--- config.mk ---
export PLATFORM = sky130hd
export DESIGN_NAME = eb_rr_arb_flat
export DESIGN_NICKNAME = d
export VERILOG_FILES = /design/src/rtl/eb_arb_pkg.sv /design/src/rtl/eb_rr_arb_if.sv /design/src/rtl/eb_rr_pick.sv /design/src/rtl/eb_rr_arb.sv /design/src/flat_wrapper.sv
export SDC_FILE = /design/constraint.sdc
export NUM_CORES = 1
export LEC_CHECK = 0
export BUFFER_PORTS_ARGS = -buffer_cell sky130_fd_sc_hd__buf_2
export CORE_MARGIN = 1.5
export CORE_UTILIZATION = 43
export CTS_CLUSTER_DIAMETER = 50
export DETAILED_ROUTE_END_ITERATION = 8
export PLACE_DENSITY = 0.76
export SYNTH_ARGS = -nofsm -noshare
export SYNTH_HDL_FRONTEND = slang
export SYNTH_SLANG_ARGS = --single-unit
--- constraint.sdc ---
create_clock -name clk -period 1.7 [get_ports clk]
set_clock_uncertainty 0.05 [all_clocks]
set_input_delay 0.17 -clock clk [delete_from_list [all_inputs] [get_ports clk]]
set_output_delay 0.17 -clock clk [all_outputs]
set_load 0.05 [all_outputs]
--- src/rtl/eb_arb_pkg.sv ---
// Shared types and reset constants for the elastic-buffer round-robin arbiter.
package eb_arb_pkg;

  typedef enum logic {
    IDLE  = 1'b0,
    GRANT = 1'b1
  } state_e;

  localparam int GNT_RST = 0;
  localparam int SEL_RST = 0;
  localparam int PTR_RST = 0;

endpackage

--- src/rtl/eb_rr_arb_if.sv ---
// Requester-side and shared-channel handshake bundle for eb_rr_arb.
interface eb_rr_arb_if #(
  parameter int N    = 4,
  parameter int SELW = $clog2(N)
) ();

  logic [N-1:0]    t_req;
  logic [N-1:0]    t_last;
  logic [N-1:0]    t_ack;
  logic            i_0_req;
  logic            i_0_ack;
  logic [N-1:0]    gnt;
  logic [SELW-1:0] sel;

  modport master (
    input  t_req, t_last, i_0_ack,
    output t_ack, i_0_req, gnt, sel
  );

  modport slave (
    output t_req, t_last, i_0_ack,
    input  t_ack, i_0_req, gnt, sel
  );

endinterface

--- src/rtl/eb_rr_pick.sv ---
// Rotating-priority search: first unmasked request at or above base,
// wrapping N-1 -> 0.
module eb_rr_pick #(
  parameter int N    = 4,
  parameter int SELW = $clog2(N)
) (
  input  logic [N-1:0]    req,
  input  logic [SELW-1:0] base,
  input  logic [N-1:0]    mask,
  output logic            found,
  output logic [SELW-1:0] idx,
  output logic [N-1:0]    onehot
);

  int              s;
  logic [SELW-1:0] k;

  always_comb begin
    found = 1'b0;
    idx   = '0;
    s     = 0;
    k     = '0;
    for (int i = 0; i < N; i++) begin
      s = int'(base) + i;
      if (s >= N) s = s - N;
      k = SELW'(s);
      if (!found && req[k] && !mask[k]) begin
        found = 1'b1;
        idx   = k;
      end
    end
  end

  always_comb begin
    onehot = '0;
    for (int j = 0; j < N; j++) begin
      onehot[j] = found && (idx == SELW'(j));
    end
  end

endmodule

--- src/rtl/eb_rr_arb.sv ---
// Round-robin arbiter sharing one elastic-buffer channel among N requesters.
// Define EB_RR_ARB_LOCK_EN to hold the grant for a whole t_last-delimited packet.
module eb_rr_arb
  import eb_arb_pkg::*;
#(
  parameter int N    = 4,
  parameter int SELW = $clog2(N)
) (
  input  logic        clk,
  input  logic        reset,
  eb_rr_arb_if.master bus
);

  state_e          state_q, state_d;
  logic [N-1:0]    gnt_q, gnt_d;
  logic [SELW-1:0] sel_q, sel_d;
  logic [SELW-1:0] ptr_q, ptr_d;

  logic            granted;
  logic            cur_req;
  logic            xfer;
  logic            rel;
  logic            pk_found;
  logic [SELW-1:0] pk_idx;
  logic [N-1:0]    pk_oh;
  logic [N-1:0]    pk_mask;

  assign granted = (state_q == GRANT);
  assign cur_req = bus.t_req[sel_q];
  assign xfer    = bus.i_0_req & bus.i_0_ack;

  assign bus.i_0_req = granted & cur_req;
  assign bus.t_ack   = granted ? (gnt_q & {N{bus.i_0_ack}}) : '0;
  assign bus.gnt     = gnt_q;
  assign bus.sel     = sel_q;

  // The owner is masked on release so a lone requester sees one idle cycle.
  assign pk_mask = granted ? gnt_q : '0;

  eb_rr_pick #(
    .N    (N),
    .SELW (SELW)
  ) u_pick (
    .req    (bus.t_req),
    .base   (ptr_q),
    .mask   (pk_mask),
    .found  (pk_found),
    .idx    (pk_idx),
    .onehot (pk_oh)
  );

`ifdef EB_RR_ARB_LOCK_EN
  logic in_pkt_q, in_pkt_d;
  logic last;

  assign last = bus.t_last[sel_q];
  assign rel  = (xfer & last) | (~cur_req & ~in_pkt_q);

  always_comb begin
    in_pkt_d = in_pkt_q;
    if (xfer) in_pkt_d = ~last;
  end

  always_ff @(posedge clk) begin
    if (reset) in_pkt_q <= 1'b0;
    else       in_pkt_q <= in_pkt_d;
  end
`else
  logic unused_t_last;

  assign unused_t_last = ^bus.t_last;
  assign rel           = xfer | ~cur_req;
`endif

  always_comb begin
    state_d = state_q;
    gnt_d   = gnt_q;
    sel_d   = sel_q;
    ptr_d   = ptr_q;
    unique case (state_q)
      IDLE: begin
        if (pk_found) begin
          state_d = GRANT;
          gnt_d   = pk_oh;
          sel_d   = pk_idx;
          ptr_d   = (pk_idx == SELW'(N - 1)) ? '0 : pk_idx + SELW'(1);
        end
      end
      GRANT: begin
        if (rel) begin
          if (pk_found) begin
            gnt_d = pk_oh;
            sel_d = pk_idx;
            ptr_d = (pk_idx == SELW'(N - 1)) ? '0 : pk_idx + SELW'(1);
          end else begin
            state_d = IDLE;
            gnt_d   = '0;
          end
        end
      end
      default: begin
        state_d = IDLE;
        gnt_d   = '0;
      end
    endcase
  end

  always_ff @(posedge clk) begin
    if (reset) begin
      state_q <= IDLE;
      gnt_q   <= N'(GNT_RST);
      sel_q   <= SELW'(SEL_RST);
      ptr_q   <= SELW'(PTR_RST);
    end else begin
      state_q <= state_d;
      gnt_q   <= gnt_d;
      sel_q   <= sel_d;
      ptr_q   <= ptr_d;
    end
  end

endmodule
--- src/flat_wrapper.sv ---
// flat-port wrapper written by rule: the top's interface ports become plain ports
module eb_rr_arb_flat import eb_arb_pkg::*;
#(
  parameter int N    = 4,
  parameter int SELW = $clog2(N)
)
  (clk, reset, bus_t_req, bus_t_last, bus_i_0_ack, bus_t_ack, bus_i_0_req, bus_gnt, bus_sel);
  eb_rr_arb_if #(.N(N), .SELW(SELW)) bus_i ();
  input  logic clk;
  input  logic reset;
  input wire logic [$bits(bus_i.t_req)-1:0] bus_t_req;
  input wire logic [$bits(bus_i.t_last)-1:0] bus_t_last;
  input wire logic [$bits(bus_i.i_0_ack)-1:0] bus_i_0_ack;
  output wire logic [$bits(bus_i.t_ack)-1:0] bus_t_ack;
  output wire logic [$bits(bus_i.i_0_req)-1:0] bus_i_0_req;
  output wire logic [$bits(bus_i.gnt)-1:0] bus_gnt;
  output wire logic [$bits(bus_i.sel)-1:0] bus_sel;
  assign bus_i.t_req = bus_t_req;
  assign bus_i.t_last = bus_t_last;
  assign bus_i.i_0_ack = bus_i_0_ack;
  assign bus_t_ack = bus_i.t_ack;
  assign bus_i_0_req = bus_i.i_0_req;
  assign bus_gnt = bus_i.gnt;
  assign bus_sel = bus_i.sel;
  eb_rr_arb #(.N(N), .SELW(SELW)) u_core (.clk(clk), .reset(reset), .bus(bus_i));
endmodule
==> flow_metrics.env, run 1 <==
export IMPL_fp_dieW_microns=42.7
export IMPL_critPathMaxStageDelay_ns=0.51
export IMPL_r2r_end="u_core.bus.gnt[0]"
export IMPL_wirelength_mm=1.66
export IMPL_core_sq_um=1490
export IMPL_fin_util=0.675
export IMPL_grt_pass1_wl_mm=2.49
export IMPL_dp_cells=109
export IMPL_vias=645
export IMPL_hold_violations=0
export IMPL_fin_tns_setup_ns=-0.0178
export IMPL_portBuffers=17
export IMPL_crit_chain="inv_1, o21bai_1, a221o_1, buf_4, ha_2, inv_1, o32ai_1"
export IMPL_layout_nets=119
export IMPL_ys_warn_count=0
export IMPL_hp_start="reset"
export IMPL_ys_seq_elements=9
export IMPL_gp_congestion=0.759
export IMPL_clock_sinks=9
export IMPL_synth_cell_types=31
export IMPL_hp_class="in2reg"
export IMPL_maxCapViolations=0
export IMPL_dr_pass1_iters=4
export IMPL_crit_slowest_cell="dfxtp_1"
export IMPL_synth_seq_area_share=0.266
export IMPL_reg2reg_slack_ns=-0.01
export IMPL_finalWorstSetupSlack_ns=-0.0111
export IMPL_cp_top_family="compound AO/OA/AOI/OAI gates"
export IMPL_synthesis_area_sq_um=678
export IMPL_outcome="complete, but fails checks"
export IMPL_min_to="u_core.granted"
export IMPL_drtIter0Drc=19
export IMPL_ir_drop_mv=0.900
export IMPL_async_flop_share=0
export IMPL_required_ns=1.81
export IMPL_maxSlewViolCount=0
export IMPL_synthFlopType="dfxtp_1"
export IMPL_cts_hold_buffers_added=0
export IMPL_ant_nets=0
export IMPL_die_y_microns=42.7
export IMPL_crit_type="reg2reg"
export IMPL_crit_reg2reg_launch="u_core.ptr_q[1]"
export IMPL_setup_viol=2
export IMPL_via_per_inst=5.42
export IMPL_min_period_ns=1.71
export IMPL_start_kind="flip-flop"
export IMPL_ioPinCount=22
export IMPL_slew_headroom=0.750
export IMPL_wl_per_cell_microns=13.9
export IMPL_clock_latency_ns=0.26
export IMPL_grt_max_degree=14
export IMPL_worst_slew_pin_slew_ns=0.373
export IMPL_cp_end_kind="flip-flop"
export IMPL_grt_usage=0.177
export IMPL_critPathArrivalTime_ns=1.82
export IMPL_cp_depth=7
export IMPL_fmax_mhz=584
export IMPL_initial_core_util=0.455
export IMPL_die_area_sq_um=1820
export IMPL_powerDensity_nw_per_um2=1190
export IMPL_cts_root_buf="clkbuf_4"
export IMPL_cts_buffers=3
export IMPL_grt_overflow_total=0
export IMPL_path_buf_inv=3
export IMPL_synth_edf_count=0
export IMPL_violations="negative setup slack"
export IMPL_power_mw=1.20
export IMPL_path_clk_slew_ns=0.06
export IMPL_first_global_vias=585
export IMPL_critPathMostFrequentCell="inv_1"
export IMPL_cts_tree="yes"
export IMPL_rr_worst_depth=7
export IMPL_drc=0
export IMPL_synthCells=71
export IMPL_synthToLayoutAreaGrowth_pct=48.2
export IMPL_cp_max_fo=5
export IMPL_final_cells=119
export IMPL_htree_levels=1
export IMPL_antenna_cells=0
export IMPL_period_share=1.01
export IMPL_drive_gt1_frac=0.621
export IMPL_dp_hpwl_mm=1.15
export IMPL_hold_depth=2
export IMPL_synth_fp_nets=86
export IMPL_timing_hold_ws_ns=0.190
export IMPL_synth_area_per_cell_sq_um=9.55
export IMPL_clockBufferDepth=2
export IMPL_antenna_found_initial=0
export IMPL_grt_setup_unrepaired="true"
export IMPL_row_count=14
export IMPL_p_leak_nw=0.458
registers in the layout, indices dropped and copies added, names as in the netlist:
signal and count:
u_core.bus.gnt 4, u_core.ptr_q 2, u_core.granted 1, u_core.bus.sel 2
routing by layer:
metal,global-route usage,part of all wire,up-vias,wire [microns]
li1,-,-,323,-
met1,0.233,0.44,302,738
met2,0.297,0.51,18,848
met3,0.0170,0.037,2,62
met4,0.0688,0.0060,0,10
met5,0,0,-,0
cells in the mapped netlist (2+ instances only):
master    n  area share
a21oi_1   2       0.015
and3_1    4       0.037
dfxtp_1   9        0.27
ha_1      4       0.074
inv_1     7       0.039
inv_2     2       0.011
mux2i_1   3       0.044
nand2b_1  7       0.065
nor2_1    6       0.033
o21bai_1  2       0.022
o32ai_1   5       0.065
metrics by stage:
stage | area, sq um | setup slack (ns)
final | 1000 | -0.0111
after global routing | 1000 | -0.103
after CTS | 898 | -0.0114
after detailed placement | 836 | -0.0946
after global placement | 836 | -0.0515
after floorplan | 693 | 0.00945
worst max path at each step:
| stage | slack [ns] | endpoint | startpoint |
|---|---|---|---|
| final | -0.01 | u_core.bus.gnt[0] | u_core.ptr_q[1] |
| after global routing | -0.10 | u_core.ptr_q[1] | u_core.granted |
| after CTS | -0.01 | u_core.bus.gnt[1] | u_core.granted |
| after detailed placement | -0.09 | u_core.bus.gnt[2] | u_core.granted |
| after global placement | -0.05 | u_core.bus.gnt[3] | u_core.granted |
| after floorplan | 0.009 | u_core.ptr_q[1] | u_core.bus.gnt[0] |
placed cells by master, fill, tap and decap left out, drive strengths merged:
cell and n:
a211oi 1, buf 30, a21boi 2, inv 9, o21ai 1, nor4 1
a21oi 3, nand2 1, o21bai 2, nand2b 7, a221o 1, clkbuf 4
o31a 1, and2 1, nor2 6, mux4 1, o22ai 1, and3 4
mux2i 3, o2111ai 1, nand3b 1, a21bo 2, o21a 1, o32ai 5
dfxtp 9, nor3 1, ha 4
worst register-to-register path: stages (launching register included):
cell      delay [ns]
dfxtp_1         0.51
inv_1           0.11
o21bai_1        0.17
a221o_1         0.21
buf_4           0.13
ha_2            0.15
inv_1           0.04
o32ai_1         0.25
report_power, final:
group / switching (mW) / internal (mW) / total (mW)
registers: 0.0734 / 0.267 / 0.340
logic: 0.381 / 0.312 / 0.693
clock network: 0.0761 / 0.0905 / 0.167
cell families (layout without fill, tap and decap cells):
| group | Yosys count | in the layout | share of synthesized area |
|---|---|---|---|
| adders and majority gates | 4 | 4 | 0.0738 |
| muxes | 4 | 4 | 0.0775 |
| AOI/OAI and AO/OA | 21 | 21 | 0.316 |
| and+or+nand+nor | 22 | 22 | 0.196 |
| DFF | 9 | 9 | 0.266 |
| buffers and inverters | 11 | 43 | 0.0720 |
repair_timing:
item,CTS,global route
pin swaps,1,12
endpoints found under the hold margin,0,0
resized for setup,5,14
cloned,0,0
endpoints found under the setup margin,6,6
buffers inserted,2,4
cell type report:
| cell class | count | area [sq um] |
|---|---|---|
| Multi-Input combinational cell | 51 | 541 |
| Fill cell | 118 | 484 |
| Sequential cell | 9 | 195 |
| Timing Repair Buffer | 30 | 189 |
| Inverter | 9 | 33.8 |
| Clock buffer | 4 | 26.3 |
| Tap cell | 16 | 20.0 |
Note: power is estimated with default switching activity, not from simulation.
==> run 2, diff against run 1 <==
- CORE_UTILIZATION: 43 -> 48
- CTS_CLUSTER_SIZE: default -> 28
- PLACE_DENSITY: 0.76 -> 0.8
- clock period: 1.7 -> 1.76 ns (I/O delays scaled with it)
==> flow_metrics.env, run 2 (synthesized netlist as in run 1, its figures left out) <==
export IMPL_outcome="complete, but fails checks"
export IMPL_violations="negative setup slack"
export IMPL_htree_levels=1
export IMPL_via_per_inst=5.65
export IMPL_clock_latency_ns=0.27
export IMPL_wl_per_cell_microns=15.1
export IMPL_gp_congestion=0.713
export IMPL_cts_buffers=3
export IMPL_ant_nets=0
export IMPL_dr_pass1_iters=4
export IMPL_crit_type="reg2reg"
export IMPL_finalWorstSetupSlack_ns=-0.0374
export IMPL_ir_drop_mv=0.634
export IMPL_initial_core_util=0.521
export IMPL_first_global_vias=508
export IMPL_ioPinCount=22
export IMPL_row_count=13
export IMPL_cts_root_buf="clkbuf_4"
export IMPL_layout_nets=114
export IMPL_powerDensity_nw_per_um2=1150
export IMPL_netSwitchingPower_uw=493
export IMPL_hp_class="in2reg"
export IMPL_rr_worst_depth=7
export IMPL_cts_tree="yes"
export IMPL_drive_gt1_frac=0.531
export IMPL_clock_sinks=9
export IMPL_largest_register_ff_count=4
export IMPL_dp_hpwl_mm=1.17
export IMPL_synthToLayoutAreaGrowth_pct=38.7
export IMPL_core_sq_um=1300
export IMPL_final_cell_mix="16 x buf_2, 8 x buf_4, 7 x inv_1, 7 x nand2b_1, 6 x nor2_1"
export IMPL_p_int_uw=585
export IMPL_start_kind="flip-flop"
export IMPL_fp_dieW_microns=40.6
export IMPL_portBuffers=17
export IMPL_min_period_ns=1.80
export IMPL_clockBufferDepth=2
export IMPL_die_area_sq_um=1650
export IMPL_met1_length_microns=703
export IMPL_slew_headroom=0.753
export IMPL_antenna_cells=0
export IMPL_power_frac_seq=0.308
export IMPL_drtIter0Drc=11
export IMPL_wl_met2_microns=909
export IMPL_critPathArrivalTime_ns=1.91
export IMPL_die_y_microns=40.6
export IMPL_cp_end_kind="flip-flop"
export IMPL_pwr_share_clk=0.154
export IMPL_p_leak_nw=0.436
export IMPL_path_clk_slew_ns=0.06
export IMPL_grt_max_degree=14
export IMPL_power_mw=1.08
export IMPL_r2r_end="u_core.bus.gnt[1]"
export IMPL_top_layer="met4"
export IMPL_fmax_mhz=556
export IMPL_required_ns=1.87
export IMPL_grt_overflow_total=0
export IMPL_hold_violations=0
export IMPL_grt_usage=0.210
export IMPL_endpoint="u_core.bus.gnt[1]"
export IMPL_maxCapViolations=0
export IMPL_final_common_cell="buf_2"
export IMPL_drc=0
export IMPL_switching_share=0.457
export IMPL_setup_viol=1
export IMPL_grt_pass1_wl_mm=2.20
export IMPL_grt_setup_unrepaired="true"
export IMPL_period_share=1.02
export IMPL_antenna_found_initial=0
export IMPL_fin_tns_setup_ns=-0.0374
export IMPL_cts_hold_buffers_added=0
export IMPL_combPwrFrac=0.537
export IMPL_reg2reg_slack_ns=-0.04
export IMPL_maxSlewViolCount=0
export IMPL_cp_max_fo=5
export IMPL_vias=638
export IMPL_wirelength_mm=1.70
export IMPL_wl_met3_microns=60
export IMPL_worst_slew_pin_slew_ns=0.369
export IMPL_crit_reg2reg_launch="u_core.granted"
export IMPL_crit_start="u_core.granted"
## run 2: cell count changes in the layout (fill, tap and decap cells not counted), moves of 2 or more
| cell | before | now |
|---|---|---|
| ha_2 | 3 | 0 |
| inv_1 | 5 | 7 |
| buf_4 | 13 | 8 |
| inv_2 | 4 | 2 |
| ha_1 | 0 | 4 |
## run 2: metal layers
metal  global-route usage  up-vias
met1                0.231      307
met4                0.100        0
li1                     -      311
met5                    0        -
met2                0.385       15
met3               0.0333        5
## run 2: critical path: stages, from the launching register on
cell      delay (ns)
dfxtp_4         0.40
buf_4           0.13
a21bo_4         0.15
o22ai_4         0.08
a211oi_4        0.31
ha_1            0.22
inv_1           0.05
o32ai_1         0.30
## run 2: worst min-delay path by stage
stage / from / endpoint / slack [ns] / cells after the start
2_1_floorplan: reset / u_core.bus.gnt[1] / 0.30 / 2
3_3_place_gp: reset / u_core.bus.sel[1] / 0.44 / 2
6_report: reset / u_core.bus.sel[0] / 0.18 / 2
4_1_cts: reset / u_core.bus.sel[0] / 0.17 / 2
5_1_grt: reset / u_core.bus.sel[0] / 0.19 / 2
3_5_place_dp: reset / u_core.bus.sel[0] / 0.45 / 2
## run 2: stage by stage
stage	instances	worst slack (ns)	util	cell area (sq um)	hold slack, ns
global placement	107	0.0214	0.633	823	0.443
CTS	112	0.00939	0.674	877	0.170
detailed placement	107	-0.0356	0.633	823	0.451
finish	113	-0.0374	0.723	941	0.177
global route	113	-0.0756	0.723	941	0.195
floorplan	71	0.0405	-	689	0.302
## run 2: what timing repair did
item                                   CTS  global route
setup endpoints to repair                6             5
resized for setup                        5             9
buffers inserted                         1             1
pin swaps                                0             4
endpoints found under the hold margin    0             0
## run 2: final cells by class
type	count	area, sq um
Fill cell	108	360
Tap cell	15	18.8
Multi-Input combinational cell	51	515
Inverter	9	33.8
Timing Repair Buffer	25	151
Sequential cell	9	195
Clock buffer	4	26.3
## run 2: power groups by stage
stage	Combinational, mW	Clock (mW)	Sequential [mW]
3_5_place_dp	0.511	0	0.319
2_1_floorplan	0.286	0	0.408
6_report	0.579	0.166	0.332
4_1_cts	0.532	0.173	0.320
5_1_grt	0.619	0.180	0.338
3_3_place_gp	0.499	0	0.318
